--- config.mk ---
export PLATFORM = sky130hd
export DESIGN_NAME = ahb_interconnect
export DESIGN_NICKNAME = d
export VERILOG_FILES = /design/src/rtl/ahb_interconnect.sv
export SDC_FILE = /design/constraint.sdc
export NUM_CORES = 1
export LEC_CHECK = 0
export CORE_ASPECT_RATIO = 1.75
export CORE_MARGIN = 3
export CORE_UTILIZATION = 29
export DETAILED_ROUTE_END_ITERATION = 10
export GPL_TIMING_DRIVEN = 0
export PLACE_DENSITY = 0.95
export SETUP_SLACK_MARGIN = 0.02
export SKIP_LAST_GASP = 1
export SYNTH_ARGS = -nofsm -noshare
export SYNTH_HDL_FRONTEND = slang
export SYNTH_SLANG_ARGS = --single-unit
--- constraint.sdc ---
create_clock -name HCLK -period 4.1 [get_ports HCLK]
set_input_delay 0.615 -clock HCLK [delete_from_list [all_inputs] [get_ports HCLK]]
set_output_delay 0.615 -clock HCLK [all_outputs]
set_load 0.1 [all_outputs]
--- src/rtl/ahb_interconnect.sv ---
// Single-master AHB-Lite interconnect: address decode, data-phase select,
// response mux and a built-in default slave with a saturating error counter.
module ahb_interconnect #(
  parameter int WIDTH       = 32,
  parameter int N_SLAVES    = 3,
  parameter int REGION_BITS = 12,
  parameter int ERR_CNT_W   = 8
) (
  input  logic                      HCLK,
  input  logic                      HRESETn,
  input  logic [WIDTH-1:0]          HADDR,
  input  logic [1:0]                HTRANS,
  output logic [N_SLAVES-1:0]       HSELx,
  input  logic [N_SLAVES*WIDTH-1:0] HRDATAx,
  input  logic [N_SLAVES-1:0]       HREADYOUTx,
  input  logic [N_SLAVES-1:0]       HRESPx,
  output logic [WIDTH-1:0]          HRDATA,
  output logic                      HREADY,
  output logic                      HRESP,
  input  logic                      err_clr,
  output logic [ERR_CNT_W-1:0]      err_count
);

  localparam int IDX_W = WIDTH - REGION_BITS;

  typedef enum logic [1:0] {
    DS_IDLE = 2'd0,
    DS_ERR1 = 2'd1,
    DS_ERR2 = 2'd2
  } ds_state_t;

  ds_state_t              r_state;
  ds_state_t              w_state_next;
  logic [N_SLAVES:0]      r_dsel;
  logic [ERR_CNT_W-1:0]   r_err_cnt;
  logic [IDX_W-1:0]       w_idx;
  logic                   w_unmapped;
  logic                   w_err_start;
  logic                   w_unused_bits;

  assign w_idx = HADDR[WIDTH-1:REGION_BITS];

  genvar gi;
  generate
    for (gi = 0; gi < N_SLAVES; gi++) begin : g_dec
      assign HSELx[gi] = (w_idx == IDX_W'(gi));
    end
  endgenerate

  assign w_unmapped    = ~|HSELx;
  // Only an accepted, active transfer to an unmapped region earns an ERROR.
  assign w_err_start   = HREADY & w_unmapped & HTRANS[1];
  assign w_unused_bits = &{1'b0, HADDR[REGION_BITS-1:0], HTRANS[0]};

  always_comb begin
    w_state_next = r_state;
    case (r_state)
      DS_IDLE: if (w_err_start) w_state_next = DS_ERR1;
      DS_ERR1: w_state_next = DS_ERR2;
      DS_ERR2: w_state_next = w_err_start ? DS_ERR1 : DS_IDLE;
      default: w_state_next = DS_IDLE;
    endcase
  end

  always_comb begin
    HRDATA = '0;
    HREADY = 1'b1;
    HRESP  = 1'b0;
    for (int i = 0; i < N_SLAVES; i++) begin
      if (r_dsel[i]) begin
        HRDATA = HRDATAx[i*WIDTH +: WIDTH];
        HREADY = HREADYOUTx[i];
        HRESP  = HRESPx[i];
      end
    end
    if (r_dsel[N_SLAVES]) begin
      case (r_state)
        DS_ERR1: begin HREADY = 1'b0; HRESP = 1'b1; end
        DS_ERR2: begin HREADY = 1'b1; HRESP = 1'b1; end
        default: begin HREADY = 1'b1; HRESP = 1'b0; end
      endcase
    end
  end

  always_ff @(posedge HCLK or negedge HRESETn) begin
    if (!HRESETn) begin
      r_state   <= DS_IDLE;
      r_dsel    <= {1'b1, {N_SLAVES{1'b0}}};
      r_err_cnt <= '0;
    end else begin
      r_state <= w_state_next;
      if (HREADY) r_dsel <= {w_unmapped, HSELx};
      // Clear takes priority over a coincident completed ERROR.
      if (err_clr)
        r_err_cnt <= '0;
      else if (HREADY && HRESP && (r_err_cnt != {ERR_CNT_W{1'b1}}))
        r_err_cnt <= r_err_cnt + ERR_CNT_W'(1);
    end
  end

  assign err_count = r_err_cnt;

endmodule

==> key figures <==
Floorplan
  • Core footprint: between 4000 and 5000 um2
  • Die Y: about 100 um
  • Die area: 6070 um2
  • Die X-Extent: 60.2 um
  • Starting Density: a little under a third
  • # rows: 33
  • I/O pins: 184

CTS
  • Number of CTS-inserted buffers: 3
  • Cts-stage hold buffer count: 0
  • CTS resizes: 0
  • CTS root buf: clkbuf_8
  • # Post-CTS Setup Buffers: 0
  • CTS tree: built
  • H-tree depth: 1
  • Clock Latency Late Sink: roughly 250 ps
  • CTS clock-pin slew for the worst setup and hold paths: 60 ps
  • CTS Buffer Depth: 2
  • Sinks on Clock Net: 14

Worst setup path
  • Worst Path Class, Setup: input pin to output port
  • Cell family with most CP delay: buffers and inverters
  • Data arrival, critical path: 3370 ps
  • Max incr delay on CP: ~1200 ps
  • CP Data Required Time: 3480 ps
  • Crit path capture type: output port
  • Crit path top cell by count: clkdlybuf4s50_1
  • Worst setup SP type: input pin
  • Crit path max fanout: 4
  • Crit-path cells: clkdlybuf4s50_1 -> nor4_1 -> nand2_1 -> or2_2 -> nor3b_2 -> clkdlybuf4s50_1
  • Critical path's slowest cell: clkdlybuf4s50_1
  • Worst path bufs/invs: 2

Route
  • Vias/cell: about 5.4
  • DRT Pass-1 Iters: 4
  • ANT nets after route: 0
  • WL per Instance: about 17 um
  • Via count: 2304
  • Routed WL: around 7400 um
  • DRT iter0 DRCs: around 150
  • DRC Markers: 0

Logic synthesis
  • Synthesized Nets: 350
  • Ys flop type: dfrtp_1
  • #FFs+latches synth: 14
  • Commonest cells in the netlist: 40 x nand2_1, 34 x o21ai_0, 30 x a22oi_1
  • Post-synth top area cell: dfrtp_1
  • Count leader, synth: nand2_1
  • Unique masters post-synth: 36
  • Syn Area/Cell: 7.27 um2
  • Top cell type's share of synthesized area: 21.8%
  • YS warnings: 0
  • Synth Cell Area: roughly 1500 um2
  • Mapped Cells: between 200 and 250
  • Fraction of the yosys area taken by sequential cells: 23.6%
  • Fraction of registers with async set/reset: 100%
  • Number of enable flip-flop cells after synthesis: 0
  • Top cells by area, synth: dfrtp_1 22%, a22oi_1 15%, o21ai_0 11%, nand2_1 10%, ha_1 5.0%

Pwr
  • Pwr dens: about 230 nW/um2
  • Static Leak: 0.00115 uW
  • Max VDD drop: 394 uV

Timing
  • Fin Hold WS: about 580 ps
  • Final slew viol count: 0
  • Max_slew headroom: 33.2%
  • Final setup violation count: 0
  • Fmax: 0.251 GHz
  • Final setup TNS: 0 ps
  • Final period util: 97.2%
  • Least-Margin Pin Slew: 998 ps
  • Fin crit period: ~4000 ps
  • Worst Clk Skew: 2.43 ps
  • Final hold vios: 0
  • Final WS setup: ~110 ps
  • RSZ-0062 raised after global routing: no

Placement
  • Place WS: roughly 130 ps
  • # port buffers: 169
  • RD Place Congestion: 0.834
  • Hpwl dp: about 6200 um

Global routing
  • Vias in the first global route: 2330
  • Total congestion overflow: 0
  • Pin count of the biggest net entering global routing: 15
  • Antenna violations before repair: 0
  • GRT Total Usage: between 20% and 30%
  • Global-route wire length before repair: 11200 um

Finish
  • Final-layout fill cell count: 382
  • Antenna cell count: 0
  • Share of layout cells above drive strength 1: 3.97%
  • Nets: 524
  • Layout overhead on the synthesized area: 122%

Run
  • MaxCap Viol Count: 0

Min path
  • HP Class: flip-flop to flip-flop

Run status
  • Status: finished, final reports clean
==> where the power goes <==
group,switching (uW),internal [uW],leakage [uW]
combinational,260,196,0.000941
clock,49.6,68.8,0.0000228
sequential,18.7,153,0.000189
total,328,418,0.00115
==> state kept, by name, indices dropped and copies added (netlist names) <==
| signal | cells |
|---|---|
| r_dsel | 4 |
| r_state | 2 |
| err_count | 8 |
==> through the flow <==
| stage | area (um2) | utilization (%) | std cells | power, uW |
|---|---|---|---|---|
| 2_1_floorplan | 1500 | - | 205 | 441 |
| 3_3_place_gp | 3260 | 67.4 | 426 | 621 |
| 3_5_place_dp | 3260 | 67.4 | 426 | 629 |
| 4_1_cts | 3300 | 68.4 | 430 | 750 |
| 5_1_grt | 3300 | 68.4 | 430 | 785 |
| 6_report | 3300 | 68.4 | 430 | 747 |
==> cell type report <==
type | instances | area, um2 | area share (%)
Tap cell | 52 | 65.1 | 1.97
Multi-Input combinational cell | 173 | 1080 | 32.7
Buffer | 15 | 57.6 | 1.74
Clock buffer | 4 | 45.0 | 1.36
Inverter | 3 | 11.3 | 0.341
Timing Repair Buffer | 169 | 1690 | 51.2
Sequential cell | 14 | 352 | 10.6
==> final timing paths <==
| kind | startpoint | end | slack, ps | cells after the start |
|---|---|---|---|---|
| setup / recovery | HADDR[15] | HSELx[1] | 110 | 6 |
| hold / removal | r_state[1] | r_state[1] | 580 | 1 |
| setup reg to reg | r_dsel[2] | err_count[7] | 1890 | 5 |
| hold reg to reg | r_state[1] | r_state[1] | 580 | 1 |
| max in group asynchronous | HRESETn | r_dsel[2] | 2920 | 1 |
| min in group asynchronous | HRESETn | err_count[7] | 760 | 1 |
==> cells by family (layout without fill, tap and decap cells) <==
| kind of cell | after synthesis | count (layout) | share of synthesized area, % |
|---|---|---|---|
| fa+ha+maj | 6 | 6 | 5.04 |
| flops | 14 | 14 | 23.6 |
| buf+inv | 18 | 191 | 4.62 |
| mux | 5 | 5 | 3.69 |
| compound gates | 78 | 78 | 34.3 |
| simple gates | 81 | 81 | 27.0 |
| xor+xnor | 3 | 3 | 1.76 |
==> placed cells by master, fill, tap and decap left out, drive strengths merged <==
cell type	n
o21ai	34
mux2i	1
nand3b	2
buf	5
nor3b	4
mux2	4
a22oi	30
nor2	8
dfstp	1
clkdlybuf4s50	169
or2	2
nand3	6
o311ai	1
o31ai	3
xor2	3
and4	1
a211oi	2
ha	6
inv	3
nand4	3
dfrtp	13
o22a	1
and3	1
nand2b	1
or4	2
nor3	1
nor4	4
a21oi	6
clkbuf	14
o211ai	1
nor2b	3
nand2	40
or3	3
==> routing by layer <==
metal	GRT usage [%]	part of all wire [%]
met1	23.3	33
met2	45.8	53
met3	6.03	12
met4	6.66	2.0
met5	0	0
(Power assumes the default switching activity.)
